File: config.mk
export PLATFORM = sky130hd
export DESIGN_NAME = qsort_batch_sched_flat
export DESIGN_NICKNAME = d
export VERILOG_FILES = /design/src/rtl/qsort_batch_sched_if.sv /design/src/rtl/qsort_batch_sched.sv /design/src/flat_wrapper.sv
export SDC_FILE = /design/constraint.sdc
export NUM_CORES = 1
export LEC_CHECK = 0
export ABC_AREA = 1
export BUFFER_PORTS_ARGS = -buffer_cell sky130_fd_sc_hd__buf_2
export CAP_MARGIN = 0
export CORE_UTILIZATION = 40
export CTS_CLUSTER_SIZE = 30
export DETAILED_ROUTE_END_ITERATION = 7
export PLACE_DENSITY = 0.71
export SLEW_MARGIN = 30
export SYNTH_ARGS = -nofsm -noshare
export SYNTH_HDL_FRONTEND = slang
export SYNTH_SLANG_ARGS = --single-unit
export TNS_END_PERCENT = 30
File: constraint.sdc
create_clock -name axis_clk -period 6.75 [get_ports axis_clk]
set_input_delay 0.675 -clock axis_clk [delete_from_list [all_inputs] [get_ports axis_clk]]
set_output_delay 0.675 -clock axis_clk [all_outputs]
set_load 0.01 [all_outputs]
File: src/rtl/qsort_batch_sched_if.sv
// Stream bundle between qsort_batch_sched and its neighbours: the upstream
// job source (ss_*), the 10-element sort engine (e_in_* / e_out_*) and the
// downstream sink (sm_*).
//
// Handshake rule for every channel in this bundle: a word transfers on a
// rising axis_clk edge where valid and ready are both 1. The producer keeps
// data/last stable while valid is high and not yet accepted. The consumer
// may raise or drop ready freely.
//
// Modports:
//   master - the scheduler side (drives ss_tready, e_in_*, e_out_ready, sm_*)
//   slave  - the environment side (source, engine and sink)
interface qsort_batch_sched_if #(
  parameter int DW = 32
);
  logic          ss_tvalid;
  logic          ss_tlast;
  logic [DW-1:0] ss_tdata;
  logic          ss_tready;
  logic          e_in_valid;
  logic [DW-1:0] e_in_data;
  logic          e_in_ready;
  logic          e_out_valid;
  logic [DW-1:0] e_out_data;
  logic          e_out_ready;
  logic          sm_tvalid;
  logic          sm_tlast;
  logic [DW-1:0] sm_tdata;
  logic          sm_tready;

  modport master (
    input  ss_tvalid, ss_tlast, ss_tdata,
    output ss_tready,
    output e_in_valid, e_in_data,
    input  e_in_ready,
    input  e_out_valid, e_out_data,
    output e_out_ready,
    output sm_tvalid, sm_tlast, sm_tdata,
    input  sm_tready
  );

  modport slave (
    output ss_tvalid, ss_tlast, ss_tdata,
    input  ss_tready,
    input  e_in_valid, e_in_data,
    output e_in_ready,
    output e_out_valid, e_out_data,
    input  e_out_ready,
    input  sm_tvalid, sm_tlast, sm_tdata,
    output sm_tready
  );
endinterface

File: src/rtl/qsort_batch_sched.sv
// qsort_batch_sched: cuts an AXI-Stream job of LEN words into pBATCH-word
// batches for the sort engine, pads a short final batch with pPAD, and
// forwards only the real sorted words downstream.
//
// Ports:
//   axis_clk, rst_n        clock, synchronous active-low reset
//   cfg_we/cfg_re          register write / read strobes
//   cfg_addr, cfg_wdata    register address / write data
//   cfg_rdata              registered read data (valid the cycle after cfg_re)
//   bus (master modport)   ss_* upstream, e_in_*/e_out_* engine, sm_* downstream
//   dbg_state              current FSM state (IDLE=0 FEED=1 PAD=2 DRAIN=3 FIN=4)
//
// Registers: 0x00 CTRL {err_short, ap_idle, ap_done, ap_start},
//            0x10 LEN, 0x14 PERF (cycle count of the last job).
// Optional feature: define QSORT_SCHED_PERF_EN to build the PERF counter;
// without it 0x14 reads 0.
module qsort_batch_sched #(
  parameter int                     pDATA_WIDTH = 32,
  parameter int                     pLEN_WIDTH  = 16,
  parameter int                     pBATCH      = 10,
  parameter logic [pDATA_WIDTH-1:0] pPAD        = pDATA_WIDTH'(32'hFFFF_FFFF)
) (
  input  logic                   axis_clk,
  input  logic                   rst_n,
  input  logic                   cfg_we,
  input  logic                   cfg_re,
  input  logic [7:0]             cfg_addr,
  input  logic [pDATA_WIDTH-1:0] cfg_wdata,
  output logic [pDATA_WIDTH-1:0] cfg_rdata,
  qsort_batch_sched_if.master    bus,
  output logic [2:0]             dbg_state
);
  localparam int KW = $clog2(pBATCH + 1);
  localparam logic [KW-1:0] BATCH_K  = KW'(pBATCH);
  localparam logic [KW-1:0] LAST_IDX = KW'(pBATCH - 1);
  localparam logic [7:0] ADDR_CTRL = 8'h00;
  localparam logic [7:0] ADDR_LEN  = 8'h10;
  localparam logic [7:0] ADDR_PERF = 8'h14;

  typedef enum logic [2:0] {S_IDLE, S_FEED, S_PAD, S_DRAIN, S_FIN} state_t;

  state_t                  state;
  logic [pLEN_WIDTH-1:0]   len_r;
  logic [pLEN_WIDTH-1:0]   rem;      // real words still owed for this job
  logic [KW-1:0]           k;        // real words in the current batch
  logic [KW-1:0]           idx;      // engine slot pushed (FEED/PAD) or popped (DRAIN)
  logic                    ap_start_r;
  logic                    ap_done_r;
  logic                    err_short_r;
  logic                    ap_idle;
  logic                    in_fire;
  logic                    out_fire;
  logic [KW-1:0]           k_nxt;
  logic [pDATA_WIDTH-1:0]  ctrl_word;
  logic [pDATA_WIDTH-1:0]  rd_mux;
  logic [31:0]             perf_rd;
  logic                    unused_wdata;

  assign ap_idle   = (state == S_IDLE);
  assign in_fire   = bus.e_in_valid && bus.e_in_ready;
  assign out_fire  = bus.e_out_valid && bus.e_out_ready;
  assign k_nxt     = k + KW'(1);
  assign dbg_state = state;
  assign ctrl_word = {{(pDATA_WIDTH-4){1'b0}}, err_short_r, ap_idle, ap_done_r, ap_start_r};
  assign unused_wdata = ^cfg_wdata[pDATA_WIDTH-1:pLEN_WIDTH];

  // Stream steering. FEED is a zero-latency pass-through; in DRAIN the
  // engine slots at or beyond k hold pad words and are popped silently.
  always_comb begin
    bus.ss_tready   = 1'b0;
    bus.e_in_valid  = 1'b0;
    bus.e_in_data   = '0;
    bus.e_out_ready = 1'b0;
    bus.sm_tvalid   = 1'b0;
    bus.sm_tlast    = 1'b0;
    bus.sm_tdata    = '0;
    case (state)
      S_FEED: begin
        bus.ss_tready  = bus.e_in_ready;
        bus.e_in_valid = bus.ss_tvalid;
        bus.e_in_data  = bus.ss_tdata;
      end
      S_PAD: begin
        bus.e_in_valid = 1'b1;
        bus.e_in_data  = pPAD;
      end
      S_DRAIN: begin
        if (idx < k) begin
          bus.sm_tvalid   = bus.e_out_valid;
          bus.e_out_ready = bus.sm_tready;
          bus.sm_tdata    = bus.e_out_data;
          bus.sm_tlast    = bus.e_out_valid && (rem == pLEN_WIDTH'(k)) && (idx == k - KW'(1));
        end else begin
          bus.e_out_ready = 1'b1;
        end
      end
      default: ;
    endcase
  end

  always_comb begin
    rd_mux = '0;
    case (cfg_addr)
      ADDR_CTRL: rd_mux = ctrl_word;
      ADDR_LEN:  rd_mux = pDATA_WIDTH'(len_r);
      ADDR_PERF: rd_mux = pDATA_WIDTH'(perf_rd);
      default:   rd_mux = '0;
    endcase
  end

  // The FSM case sits after the clear-on-read logic so that a flag set in
  // the same cycle as a CTRL read survives (the read still returns the old value).
  always_ff @(posedge axis_clk) begin
    if (!rst_n) begin
      state       <= S_IDLE;
      len_r       <= '0;
      rem         <= '0;
      k           <= '0;
      idx         <= '0;
      ap_start_r  <= 1'b0;
      ap_done_r   <= 1'b0;
      err_short_r <= 1'b0;
      cfg_rdata   <= '0;
    end else begin
      if (cfg_we && (state == S_IDLE)) begin
        if ((cfg_addr == ADDR_CTRL) && cfg_wdata[0]) ap_start_r <= 1'b1;
        if (cfg_addr == ADDR_LEN) len_r <= cfg_wdata[pLEN_WIDTH-1:0];
      end
      if (cfg_re) begin
        cfg_rdata <= rd_mux;
        if (cfg_addr == ADDR_CTRL) begin
          ap_done_r   <= 1'b0;
          err_short_r <= 1'b0;
        end
      end
      case (state)
        S_IDLE: begin
          if (ap_start_r) begin
            ap_start_r <= 1'b0;
            k          <= '0;
            idx        <= '0;
            rem        <= len_r;
            state      <= (len_r == '0) ? S_FIN : S_FEED;
          end
        end
        S_FEED: begin
          if (in_fire) begin
            k   <= k_nxt;
            idx <= k_nxt;
            // Early tlast truncates the job to the words actually received.
            if (bus.ss_tlast && (pLEN_WIDTH'(k_nxt) < rem)) begin
              err_short_r <= 1'b1;
              rem         <= pLEN_WIDTH'(k_nxt);
            end
            if (k_nxt == BATCH_K) begin
              idx   <= '0;
              state <= S_DRAIN;
            end else if ((pLEN_WIDTH'(k_nxt) == rem) || bus.ss_tlast) begin
              state <= S_PAD;
            end
          end
        end
        S_PAD: begin
          if (in_fire) begin
            if (idx == LAST_IDX) begin
              idx   <= '0;
              state <= S_DRAIN;
            end else begin
              idx <= idx + KW'(1);
            end
          end
        end
        S_DRAIN: begin
          if (out_fire) begin
            if (idx == LAST_IDX) begin
              rem   <= rem - pLEN_WIDTH'(k);
              k     <= '0;
              idx   <= '0;
              state <= (rem == pLEN_WIDTH'(k)) ? S_FIN : S_FEED;
            end else begin
              idx <= idx + KW'(1);
            end
          end
        end
        S_FIN: begin
          ap_done_r <= 1'b1;
          state     <= S_IDLE;
        end
        default: state <= S_IDLE;
      endcase
    end
  end

`ifdef QSORT_SCHED_PERF_EN
  // Job cycle counter: zeroed when a job starts, counts while busy,
  // saturates, and holds its value once back in IDLE.
  logic [31:0] perf_cnt;
  always_ff @(posedge axis_clk) begin
    if (!rst_n) begin
      perf_cnt <= '0;
    end else if ((state == S_IDLE) && ap_start_r) begin
      perf_cnt <= '0;
    end else if ((state != S_IDLE) && (perf_cnt != 32'hFFFF_FFFF)) begin
      perf_cnt <= perf_cnt + 32'd1;
    end
  end
  assign perf_rd = perf_cnt;
`else
  assign perf_rd = '0;
`endif
endmodule

File: src/flat_wrapper.sv
// flat-port wrapper written by rule: the top's interface ports become plain ports
module qsort_batch_sched_flat 
#(
  parameter int                     pDATA_WIDTH = 32,
  parameter int                     pLEN_WIDTH  = 16,
  parameter int                     pBATCH      = 10,
  parameter logic [pDATA_WIDTH-1:0] pPAD        = pDATA_WIDTH'(32'hFFFF_FFFF)
)
  (axis_clk, rst_n, cfg_we, cfg_re, cfg_addr, cfg_wdata, cfg_rdata, dbg_state, bus_ss_tvalid, bus_ss_tlast, bus_ss_tdata, bus_ss_tready, bus_e_in_valid, bus_e_in_data, bus_e_in_ready, bus_e_out_valid, bus_e_out_data, bus_e_out_ready, bus_sm_tvalid, bus_sm_tlast, bus_sm_tdata, bus_sm_tready);
  qsort_batch_sched_if #(.DW((32))) bus_i ();
  input  logic axis_clk;
  input  logic rst_n;
  input  logic cfg_we;
  input  logic cfg_re;
  input  logic [7:0] cfg_addr;
  input  logic [pDATA_WIDTH-1:0] cfg_wdata;
  output logic [pDATA_WIDTH-1:0] cfg_rdata;
  output logic [2:0] dbg_state;
  input wire logic [$bits(bus_i.ss_tvalid)-1:0] bus_ss_tvalid;
  input wire logic [$bits(bus_i.ss_tlast)-1:0] bus_ss_tlast;
  input wire logic [$bits(bus_i.ss_tdata)-1:0] bus_ss_tdata;
  output wire logic [$bits(bus_i.ss_tready)-1:0] bus_ss_tready;
  output wire logic [$bits(bus_i.e_in_valid)-1:0] bus_e_in_valid;
  output wire logic [$bits(bus_i.e_in_data)-1:0] bus_e_in_data;
  input wire logic [$bits(bus_i.e_in_ready)-1:0] bus_e_in_ready;
  input wire logic [$bits(bus_i.e_out_valid)-1:0] bus_e_out_valid;
  input wire logic [$bits(bus_i.e_out_data)-1:0] bus_e_out_data;
  output wire logic [$bits(bus_i.e_out_ready)-1:0] bus_e_out_ready;
  output wire logic [$bits(bus_i.sm_tvalid)-1:0] bus_sm_tvalid;
  output wire logic [$bits(bus_i.sm_tlast)-1:0] bus_sm_tlast;
  output wire logic [$bits(bus_i.sm_tdata)-1:0] bus_sm_tdata;
  input wire logic [$bits(bus_i.sm_tready)-1:0] bus_sm_tready;
  assign bus_i.ss_tvalid = bus_ss_tvalid;
  assign bus_i.ss_tlast = bus_ss_tlast;
  assign bus_i.ss_tdata = bus_ss_tdata;
  assign bus_ss_tready = bus_i.ss_tready;
  assign bus_e_in_valid = bus_i.e_in_valid;
  assign bus_e_in_data = bus_i.e_in_data;
  assign bus_i.e_in_ready = bus_e_in_ready;
  assign bus_i.e_out_valid = bus_e_out_valid;
  assign bus_i.e_out_data = bus_e_out_data;
  assign bus_e_out_ready = bus_i.e_out_ready;
  assign bus_sm_tvalid = bus_i.sm_tvalid;
  assign bus_sm_tlast = bus_i.sm_tlast;
  assign bus_sm_tdata = bus_i.sm_tdata;
  assign bus_i.sm_tready = bus_sm_tready;
  qsort_batch_sched #(.pDATA_WIDTH(pDATA_WIDTH), .pLEN_WIDTH(pLEN_WIDTH), .pBATCH(pBATCH), .pPAD(pPAD)) u_core (.axis_clk(axis_clk), .rst_n(rst_n), .cfg_we(cfg_we), .cfg_re(cfg_re), .cfg_addr(cfg_addr), .cfg_wdata(cfg_wdata), .cfg_rdata(cfg_rdata), .bus(bus_i), .dbg_state(dbg_state));
endmodule
==> After elaboration in Yosys (flattened, before gate mapping) <==
Index checks and enable logic that the tools add are counted.
W data, S select, Z words.
{ "classes": {"add_sub_neg": 4, "multipliers": 0, "div_mod_pow": 0, "order_cmp": 2, "n_eq_ne": 18, "shift": 0, "muxes": 52, "n_bitwise": 0, "n_reduce_logical": 21} }
{ "op_table": {"columns": ["op", "n"], "rows": [
  ["$mux W16", 5],
  ["$mux W32", 2],
  ["$pmux W32 S2", 1],
  ["$pmux W16 S3", 1],
  ["$mux W4", 9],
  ["$pmux W16 S2", 1],
  ["$mux W3", 10],
  ["$mux W1", 19],
  ["$eq A16 B4 Y1", 1],
  ["$eq A4 B16 Y1", 1],
  ["$logic_not A16 Y1", 1],
  ["$lt A4 B16 Y1", 1],
  ["$pmux W4 S4", 1],
  ["$sub A16 B4 Y16", 1],
  ["$ne A2 B1 Y1 const B", 7],
  ["$pmux W3 S4", 1],
  ["$pmux W4 S3", 1],
  ["$reduce_and A5 Y1", 2],
  ["$add A4 B1 Y4 const B", 2],
  ["$eq A4 B4 Y1 const B", 2],
  ["$eq A8 B5 Y1 const B", 1],
  ["$logic_not A8 Y1", 1],
  ["$logic_and A1 B1 Y1", 7],
  ["$reduce_and A7 Y1", 1],
  ["15 further kinds", 18]
]} }
{ "word_totals": {"reg_bits": 78, "latch_bits": 0, "ramBits": 0, "romBits": 0, "word_cells": 106, "memories": 0} }

==> Longest topological paths before layout <==
Gate-level depths: netlist of the first run.
{ "logic_depth": {"word_depth": 7, "ltp_mapped": 15, "mapped_depth_nobuf": 14} }

==> Worst setup path after synthesis of the first run <==
OpenSTA, ideal clock, no wires.
{ "synth_timing": {"path_kind": "register to output", "from": "register u_core.k[0]", "to": "output bus_sm_tlast", "t_arrival_ns": 1.540, "required_ns": 6.075, "setup_slack_ns": 4.535, "path_stages_with_launch": 7, "n_path_buf": 0, "cell_sequence": "dfxtp_1 inv_1 ha_1 a21oi_1 o21a_1 nand3_1 nor4_1"} }
{ "synth_via": {"elab_chain_len": 5} }
{ "synth_lines": {"columns": ["item", "line_no", "rtl"], "rows": [
  ["from (decl)", "qsort_batch_sched.sv:45", "logic [KW-1:0] k;"],
  ["from (signal assigned)", "qsort_batch_sched.sv:148", "k <= k_nxt;"],
  ["$sub A4 B1 Y4 or $eq A16 B4 Y1 (tied branches)", "qsort_batch_sched.sv:92", "bus.sm_tlast = bus.e_out_valid && (rem == pLEN_WIDTH'(k)) && (idx == k - KW'(1));"],
  ["$eq A4 B4 Y1 or $logic_and A1 B1 Y1 (tied branches)", "qsort_batch_sched.sv:92", null],
  ["$logic_and A1 B1 Y1", "qsort_batch_sched.sv:92", null],
  ["$mux W1 (*)", "qsort_batch_sched.sv:88", "if (idx < k) begin"],
  ["$mux W1 (*)", "qsort_batch_sched.sv:77", "case (state)"],
  ["to (decl)", "flat_wrapper.sv:30", "output wire logic [$bits(bus_i.sm_tlast)-1:0] bus_sm_tlast;"]
]} }
Mark *: on every way between the ends. The rest lies on a longest branch, timed or not.

==> Final worst setup path of the first run <==
{ "layout_timing": {"from": "register u_core.state[2] (netlist: u_core.dbg_state[2])", "to": "output bus_sm_tlast"} }
{ "layout_via": {"elab_chain_len": 2} }
{ "layout_lines": {"columns": ["item", "line_no", "rtl"], "rows": [
  ["from (decl)", "qsort_batch_sched.sv:42", "state_t state;"],
  ["from (signal assigned)", "qsort_batch_sched.sv:143", "state <= (len_r == '0) ? S_FIN : S_FEED;"],
  ["from (signal assigned)", "qsort_batch_sched.sv:179", "state <= (rem == pLEN_WIDTH'(k)) ? S_FIN : S_FEED;"],
  ["$eq A3 B2 Y1", "qsort_batch_sched.sv:77", null],
  ["$mux W1", "qsort_batch_sched.sv:77", null]
]} }
No other way between the ends.

==> results.py, run 1 <==
metrics = {
    "timing": {
        "period_share_pct": 48.1,
        "slew_headroom_pct": 46.4,
        "fmax_mhz": 308,
        "fin_hold_ws_ns": 0.468,
        "drv_slew": 0,
        "clock-skew-final_ns": 0.0137,
        "finalSetupViolCount": 0,
        "final.setup.tns_ns": 0,
        "finalHoldViolations": 0,
        "rsz0062_at_grt": "false",
        "period_minus_slack_ns": 3.24,
        "worst_pin_slew_ns": 0.801,
    },
    "worst_setup_path": {
        "setup.worst_path.class": "reg2out",
        "reg2reg_slack_ns": 4.17,
        "crit_slowest_cell": "buf_4",
        "worstPathCellList": "inv_2 > nand2_1 > nor2_4 > buf_4 > nand3b_1 > nor4_1 > buf_2",
        "cp.arrival_ns": 2.57,
        "critPathMaxFanout": 52,
        "ff2ff_path_depth": 14,
        "cpPeakStageDelay_ns": 0.45,
        "r2r-start": "u_core.k[0]$_SDFFE_PN0P_",
        "r2r-end": "u_core.rem[9]$_SDFFE_PN0P_",
        "cp.required_ns": 6.07,
        "start_kind": "register",
        "endpoint_kind": "output port",
    },
    "global_route": {
        "grt.total_usage_pct": 22.2,
        "grt_max_degree": 54,
        "grt_overflow": 0,
        "grt_antenna_before_repair": 0,
        "grt_first_pass_wirelength_um": 20400,
        "first_global_vias": 4378,
    },
    "yosys": {
        "synth_area_leader_cell": "dfxtp_1",
        "synth_top_cells_by_count": "nand2_1, nor2_1, inv_1, dfxtp_1, nand3_1",
        "yosysSeqAreaShare_pct": 28.1,
        "netlist_area_sq_um": 4420,
        "synth_edf_count": 0,
        "yosysWarnings": 0,
        "synth.distinct_cells": 37,
        "syn_inst": 749,
        "synth.most_common_cell": "nand2_1",
        "synth_async_sr_flop_share_pct": 0,
        "ys_ff_latch": 62,
        "synth.area.top_cells": "dfxtp_1, nand2_1, nor2_1, nand3_1, inv_1",
        "synth_top_area_share_pct": 28.1,
        "syn_area_per_cell_sq_um": 5.90,
        "synth_ff_type": "dfxtp_1",
    },
    "finish": {
        "synthToLayoutAreaGrowth_pct": 25.0,
        "nNetsFinal": 1046,
        "layout-drive-gt1-share_pct": 23.8,
        "multi_input_area_sq_um": 2700,
        "fillers": 1150,
        "diodes": 0,
        "ff_latch_area_sq_um": 1240,
    },
    "floorplanning": {
        "fp.dieW_um": 107,
        "rows": 38,
        "dieArea_sq_um": 11500,
        "start_util_pct": 41.0,
        "ios": 217,
        "core_area_sq_um": 10800,
        "die_height_um": 107,
    },
    "clock_tree": {
        "cts_tree": "done",
        "cts_resized": 0,
        "clkLatencyLatePin_ns": 0.35,
        "path_clk_slew_ns": 0.08,
        "cts_buffer_depth": 2,
        "root_buffer": "clkbuf_8",
        "holdBufCountCts": 0,
        "htree_levels": 3,
        "cts_sinks": 62,
        "postCtsSetupBuffers": 0,
        "numCtsBuffers": 9,
    },
    "power_and_ir_drop": {
        "leakagePower_uw": 0.00302,
        "p_switching_uw": 869,
        "p_comb_share_pct": 56.1,
        "max-vdd-ir-drop_v": 0.000135,
        "swShare_pct": 49.9,
        "p_per_area_nw_per_um2": 315,
        "internal_power_uw": 871,
        "p_seq_share_pct": 26.2,
        "pwr-share-clk_pct": 17.7,
    },
    "route": {
        "drcViolationCount": 0,
        "drtAntennaViolNets": 0,
        "via_per_inst": 4.79,
        "wl_per_cell_um": 11.9,
        "routed_wl_um": 12700,
        "first_pass_iters": 5,
        "vias": 5076,
        "drt_iter0_drc": 335,
    },
    "hold_path": {
        "min_to": "u_core.cfg_rdata[6]$_SDFFE_PN0P_",
        "hp-start": "u_core.len_r[6]$_SDFFE_PN0P_",
        "min_path_type": "reg2reg",
        "hold_depth": 2,
    },
    "place": {
        "placement.io_buffers": 184,
        "gp_congestion": 0.853,
        "hpwl_um": 9560,
    },
    "run_status": {
        "outcome": "finished clean",
    },
    "flow_run": {
        "max_cap_violations": 0,
    },
}
==> layer usage <==
layer  track usage [%]  up-vias  share of wire (%)
li1                  -     2670                  -
met1              26.2     2186                 44
met2              40.9      209                 47
met3              3.71       11                7.5
met4              6.56        0                1.2
met5                 0        -                  0
==> cell usage in the layout, fill, tap and decap left out, types with 2 or more instances in the layout <==
master,count
a31oi_1,4
nand3_1,55
clkinvlp_4,2
nand2_2,5
buf_2,184
nor2_4,2
inv_6,4
inv_1,71
xor2_1,5
nand4_1,11
nand2_1,234
ha_1,17
nand3b_1,3
clkbuf_8,9
inv_2,4
a21oi_1,38
dfxtp_1,62
o22ai_1,2
xnor2_1,5
o21ai_0,46
nor2_1,120
conb_1,16
buf_4,3
nor3_1,4
==> power groups by stage <==
| stage | sequential, uW | combinational, uW | clock (uW) |
|---|---|---|---|
| after floorplan | 457 | 739 | 0 |
| after global placement | 463 | 956 | 0 |
| after detailed placement | 464 | 967 | 0 |
| after CTS | 456 | 972 | 309 |
| after global routing | 463 | 1120 | 330 |
| final | 456 | 976 | 309 |
==> per-stage QoR <==
| stage | setup slack, ns | cell area (sq um) | total power (uW) | util (%) | instances |
|---|---|---|---|---|---|
| floorplan | 4.54 | 4480 | 1200 | - | 764 |
| global placement | 3.87 | 5350 | 1420 | 49.5 | 1044 |
| detailed placement | 3.84 | 5350 | 1430 | 49.5 | 1044 |
| CTS | 3.46 | 5520 | 1740 | 51.2 | 1060 |
| global route | 3.32 | 5530 | 1910 | 51.2 | 1060 |
| finish | 3.51 | 5530 | 1740 | 51.2 | 1060 |
==> registers in the layout (all words and copies together), names as in the netlist <==
name,flops
u_core.ap_start_r,1
u_core.dbg_state,3
u_core.len_r,16
u_core.err_short_r,1
u_core.rem,16
u_core.k,4
u_core.idx,4
u_core.cfg_rdata,16
u_core.ap_done_r,1
==> worst max-delay path: cells and delay by family, from the launching register on <==
kind                   cells  cell delay, ns
buffers and inverters      3            0.77
flip-flops                 1            0.39
AND/OR/NAND/NOR            4            1.05
==> cell families after synthesis <==
family                   share of synthesized area (%)
XOR/XNOR                                          1.98
buffers and inverters                             12.1
other                                           0.0848
AND/OR/NAND/NOR                                   41.4
flip-flops                                        28.1
adder cells (fa/ha/maj)                           5.26
AO/OA/AOI/OAI                                     11.1
==> cell type report <==
| class | instances | share of cell area [%] |
|---|---|---|
| well taps | 140 | 3.17 |
| flip-flops and latches | 62 | 22.5 |
| inverters | 76 | 5.16 |
| clock inverters | 7 | 0.996 |
| repair buffers | 187 | 17.1 |
| clock buffers | 9 | 2.24 |
| multi-input cells | 579 | 48.9 |
==> worst max path at each step <==
stage	from	to	cells past startpoint
6_report	u_core.dbg_state[2]$_SDFFE_PN0P_	bus_sm_tlast	7
5_1_grt	u_core.dbg_state[2]$_SDFFE_PN0P_	bus_sm_tlast	7
4_1_cts	u_core.k[1]$_SDFFE_PN0P_	bus_sm_tlast	8
3_5_place_dp	u_core.k[1]$_SDFFE_PN0P_	bus_sm_tlast	8
3_3_place_gp	u_core.k[1]$_SDFFE_PN0P_	bus_sm_tlast	8
2_1_floorplan	u_core.k[0]$_SDFFE_PN0P_	bus_sm_tlast	6
(Power assumes the default switching activity.)
==> run 2, diff against run 1 <==
clock period = 3.3 ns   (was 6.75 ns; I/O delays follow)
==> results.py, run 2 (synthesis results as in run 1) <==
metrics = {
    "timing": {
        "fmax_mhz": 357,
        "fin_hold_ws_ns": 0.229,
        "finalSetupViolCount": 0,
        "postLayoutSetupSlackWorst_ns": 0.502,
        "final.setup.tns_ns": 0,
        "finalHoldViolations": 0,
        "period_minus_slack_ns": 2.80,
        "rsz0062_at_grt": "false",
        "slew_headroom_pct": 48.4,
        "worst_pin_slew_ns": 0.773,
        "drv_slew": 0,
        "clock-skew-final_ns": 0.0147,
        "period_share_pct": 84.8,
    },
    "clock_tree": {
        "numCtsBuffers": 9,
        "holdBufCountCts": 0,
        "cts_tree": "done",
        "root_buffer": "clkbuf_8",
        "cts_resized": 0,
        "postCtsSetupBuffers": 0,
        "clkLatencyLatePin_ns": 0.36,
        "cts_sinks": 62,
        "cts_buffer_depth": 2,
        "path_clk_slew_ns": 0.08,
        "htree_levels": 3,
    },
    "place": {
        "hpwl_um": 9670,
        "gp_congestion": 0.861,
        "placement.io_buffers": 184,
        "pre_cts_slack_ns": 0.798,
    },
    "worst_setup_path": {
        "start_kind": "register",
        "setup.worst_path.class": "reg2out",
        "reg2reg_slack_ns": 0.75,
        "critPathMaxFanout": 18,
        "endpoint_kind": "output port",
        "cp.required_ns": 2.97,
        "cp.arrival_ns": 2.47,
    },
    "floorplanning": {
        "die_height_um": 107,
        "core_area_sq_um": 10800,
        "rows": 38,
        "dieArea_sq_um": 11500,
        "start_util_pct": 41.0,
        "fp.dieW_um": 107,
        "ios": 217,
    },
    "finish": {
        "nNetsFinal": 1048,
        "fillers": 1111,
        "reg_top3": "u_core.cfg_rdata: 16 flops, u_core.len_r: 16 flops, u_core.rem: 16 flops",
        "layout-drive-gt1-share_pct": 23.9,
        "synthToLayoutAreaGrowth_pct": 25.3,
        "finish.utilization_pct": 51.3,
        "final_common_cell": "nand2_1",
        "diodes": 0,
        "final_cell_mix": "nand2_1, buf_2, nor2_1, inv_1, dfxtp_1",
    },
    "route": {
        "drcViolationCount": 0,
        "vias": 5103,
        "via_per_inst": 4.81,
        "wl_met1_um": 5600,
        "wl_per_cell_um": 11.9,
        "wl_met2_um": 5990,
        "routed_wl_um": 12600,
        "drt_iter0_drc": 350,
        "met3WireLength_um": 901,
        "routed.top_layer": "met4",
        "drtAntennaViolNets": 0,
        "first_pass_iters": 5,
    },
    "global_route": {
        "grt_first_pass_wirelength_um": 20000,
        "grt_overflow": 0,
        "grt.total_usage_pct": 22.1,
        "first_global_vias": 4425,
        "grt_max_degree": 38,
        "grt_antenna_before_repair": 0,
    },
    "power_and_ir_drop": {
        "total_power_uw": 3560,
        "p_per_area_nw_per_um2": 642,
        "leakagePower_uw": 0.00302,
        "max-vdd-ir-drop_v": 0.000387,
    },
    "run_status": {
        "outcome": "finished clean",
    },
    "flow_run": {
        "max_cap_violations": 0,
    },
    "hold_path": {
        "min_path_type": "in2reg",
    },
}
==> run 2: cell count changes in the layout (fill, tap and decap cells not counted) <==
cell      before  now
buf_4          3    5
clkinv_4       0    1
inv_6          4    3
nand2_1      234  235
nand2_2        5    4
==> run 2: per-layer routing <==
metal  up-vias  global-route usage [%]
met5         -                       0
met4         0                    6.65
met3        11                    3.95
met2       220                    40.7
met1      2202                    25.7
li1       2670                       -
==> run 2: path summary, 6_finish.rpt <==
path | from | cells after the start | end
worst max-delay path | u_core.dbg_state[2]$_SDFFE_PN0P_ | 6 | bus_sm_tlast
worst min-delay path | cfg_wdata[15] | 3 | u_core.len_r[15]$_SDFFE_PN0P_
worst max register to register | u_core.k[0]$_SDFFE_PN0P_ | 14 | u_core.rem[9]$_SDFFE_PN0P_
worst min register to register | u_core.len_r[8]$_SDFFE_PN0P_ | 2 | u_core.cfg_rdata[8]$_SDFFE_PN0P_
==> run 2: critical path: stages, from the launching register on <==
cell and delay, ns:
dfxtp_1 0.39, inv_2 0.13, nand2_1 0.34, nor2_4 0.50
nand3b_1 0.25, nor4_1 0.32, buf_2 0.19
==> run 2: where the power goes <==
part	leakage, uW	switching [uW]	internal [uW]	total [uW]
combinational	0.00243	1320	672	2000
sequential	0.000505	94.6	840	934
clock	0.0000866	348	280	627
==> run 2: layout make-up <==
| class | instances | area (sq um) | share of cell area [%] |
|---|---|---|---|
| multi-input cells | 579 | 2700 | 48.7 |
| clock inverters | 7 | 55.1 | 0.994 |
| flip-flops and latches | 62 | 1240 | 22.4 |
| repair buffers | 189 | 958 | 17.3 |
| clock buffers | 9 | 124 | 2.24 |
| well taps | 140 | 175 | 3.16 |
| inverters | 76 | 285 | 5.15 |
==> run 2: through the flow <==
stage	cell area, sq um	cells
2_1_floorplan	4480	764
3_3_place_gp	5360	1046
3_5_place_dp	5360	1046
4_1_cts	5540	1062
5_1_grt	5540	1062
6_report	5540	1062
==> run 3, diff against run 2 <==
clock period = 2.9 ns   (was 3.3 ns; I/O delays follow)
==> results.py, run 3 (synthesis results as in run 1) <==
metrics = {
    "worst_setup_path": {
        "r2r-start": "u_core.k[0]$_SDFFE_PN0P_",
        "ff2ff_path_depth": 13,
        "r2r-end": "u_core.rem[4]$_SDFFE_PN0P_",
        "worstPathCellList": "inv_2 > nand2_1 > nor2_4 > buf_4 > buf_12 > nand2_1 > nor2_1 > buf_2",
        "crit_top_cell": "nand2_1",
        "setup.worst_path.start": "u_core.dbg_state[2]$_SDFFE_PN0P_",
        "crit_slowest_cell": "dfxtp_1",
        "critPathMaxFanout": 37,
        "cp.required_ns": 2.61,
        "cp.arrival_ns": 2.27,
        "reg2reg_slack_ns": 0.38,
        "cpPeakStageDelay_ns": 0.40,
        "setup.worst_path.class": "reg2out",
        "start_kind": "register",
        "worstSetupEndpoint": "bus_sm_tdata[0]",
        "endpoint_kind": "output port",
    },
    "timing": {
        "period_share_pct": 88.1,
        "postLayoutSetupSlackWorst_ns": 0.344,
        "finalHoldViolations": 0,
        "worst_pin_slew_ns": 0.616,
        "period_minus_slack_ns": 2.56,
        "final.setup.tns_ns": 0,
        "fmax_mhz": 391,
        "drv_slew": 0,
        "slew_headroom_pct": 58.5,
        "clock-skew-final_ns": 0.0101,
        "rsz0062_at_grt": "false",
        "finalSetupViolCount": 0,
    },
    "flow_run": {
        "max_cap_violations": 0,
    },
    "clock_tree": {
        "cts_buffer_depth": 2,
        "path_clk_slew_ns": 0.08,
        "cts_sinks": 62,
        "htree_levels": 3,
        "cts_tree": "done",
        "numCtsBuffers": 9,
        "root_buffer": "clkbuf_8",
        "clkLatencyLatePin_ns": 0.35,
        "holdBufCountCts": 0,
    },
    "floorplanning": {
        "ios": 217,
        "fp.dieW_um": 107,
        "core_area_sq_um": 10800,
        "dieArea_sq_um": 11500,
        "rows": 38,
        "die_height_um": 107,
        "start_util_pct": 41.0,
    },
    "place": {
        "dp.cells": 1048,
        "hpwl_um": 9810,
        "placement.io_buffers": 184,
        "gp_congestion": 0.879,
        "pre_cts_slack_ns": 0.398,
    },
    "hold_path": {
        "hold_depth": 3,
        "min_path_type": "in2reg",
    },
    "route": {
        "drtAntennaViolNets": 0,
        "vias": 5020,
        "routed_wl_um": 12600,
        "first_pass_iters": 5,
        "drcViolationCount": 0,
        "via_per_inst": 4.70,
        "wl_per_cell_um": 11.7,
        "drt_iter0_drc": 198,
    },
    "finish": {
        "reg_top3": "u_core.cfg_rdata: 16 flops, u_core.len_r: 16 flops, u_core.rem: 16 flops",
        "nNetsFinal": 1055,
        "final_common_cell": "nand2_1",
        "synthToLayoutAreaGrowth_pct": 27.7,
        "final_cell_mix": "nand2_1, buf_2, nor2_1, inv_1, dfxtp_1",
        "final_cell_count_no_fill": 1069,
        "layout-drive-gt1-share_pct": 24.3,
        "diodes": 0,
    },
    "power_and_ir_drop": {
        "p_per_area_nw_per_um2": 746,
        "p_switching_uw": 1980,
        "max-vdd-ir-drop_v": 0.000368,
        "leakagePower_uw": 0.00308,
        "p_seq_share_pct": 25.3,
        "p_comb_share_pct": 54.3,
        "swShare_pct": 47.1,
        "internal_power_uw": 2230,
        "pwr-share-clk_pct": 20.4,
    },
    "global_route": {
        "first_global_vias": 4326,
        "grt_first_pass_wirelength_um": 20000,
        "grt_max_degree": 38,
        "grt_overflow": 0,
        "grt_antenna_before_repair": 0,
        "grt.total_usage_pct": 22.0,
    },
    "run_status": {
        "outcome": "finished clean",
    },
}
-- run 3: cell types whose count changed in the layout (fill, tap and decap cells not counted) --
cell	previous run	this run
buf_4	5	11
bufinv_16	0	2
inv_6	3	1
buf_12	0	1
clkbuf_1	0	1
clkinv_2	1	0
clkinv_4	1	2
clkinvlp_4	2	1
-- run 3: stage by stage --
stage / area [sq um] / hold WS (ns) / util, % / power (uW)
floorplan: 4480 / 0.438 / - / 2780
global placement: 5390 / 0.456 / 49.9 / 3320
detailed placement: 5390 / 0.452 / 49.9 / 3350
CTS: 5610 / 0.185 / 52.0 / 4220
global route: 5650 / 0.194 / 52.3 / 4630
finish: 5650 / 0.193 / 52.3 / 4210
-- run 3: area by class of cell --
| type | count | area (sq um) |
|---|---|---|
| Inverter | 76 | 285 |
| Sequential cell | 62 | 1240 |
| Tap cell | 140 | 175 |
| Fill cell | 1117 | 5150 |
| Multi-Input combinational cell | 579 | 2700 |
| Clock inverter | 6 | 93.8 |
| Timing Repair Buffer | 196 | 1020 |
| Clock buffer | 10 | 128 |
-- run 3: critical path, delay by kind of cell (launching register included) --
family                 cells  cell delay [ns]
buffers and inverters      4             0.66
DFF                        1             0.40
and+or+nand+nor            4             0.86
-- run 3: power by group through the flow --
| stage | combinational (uW) | sequential (uW) | clock [uW] |
|---|---|---|---|
| floorplan | 1720 | 1060 | 0 |
| global placement | 2240 | 1080 | 0 |
| detailed placement | 2270 | 1080 | 0 |
| CTS | 2280 | 1060 | 877 |
| global route | 2620 | 1080 | 921 |
| finish | 2290 | 1060 | 860 |
-- run 3: how the worst min path moves through the flow --
stage | slack (ns) | startpoint | end
after floorplan | 0.44 | u_core.len_r[4]$_SDFFE_PN0P_ | u_core.cfg_rdata[4]$_SDFFE_PN0P_
after global placement | 0.46 | u_core.len_r[6]$_SDFFE_PN0P_ | u_core.cfg_rdata[6]$_SDFFE_PN0P_
after detailed placement | 0.45 | u_core.len_r[6]$_SDFFE_PN0P_ | u_core.cfg_rdata[6]$_SDFFE_PN0P_
after CTS | 0.19 | cfg_wdata[13] | u_core.len_r[13]$_SDFFE_PN0P_
after global routing | 0.19 | cfg_wdata[13] | u_core.len_r[13]$_SDFFE_PN0P_
final | 0.19 | cfg_wdata[13] | u_core.len_r[13]$_SDFFE_PN0P_
-- run 3: timing repair --
| item | CTS | global route |
|---|---|---|
| setup endpoints to repair | 0 | 1 |
| setup buffers | 0 | 5 |
| resized for setup | 0 | 0 |
-- run 3: routing by layer --
layer  up-vias  part of all wire [%]  routed length (um)  global-route usage [%]
li1       2679                     -                   -                       -
met1      2126                    44                5570                    26.1
met2       203                    47                5900                    39.8
met3        12                   7.2                 900                    4.07
met4         0                   1.5                 187                    7.14
met5         -                     0                   0                       0
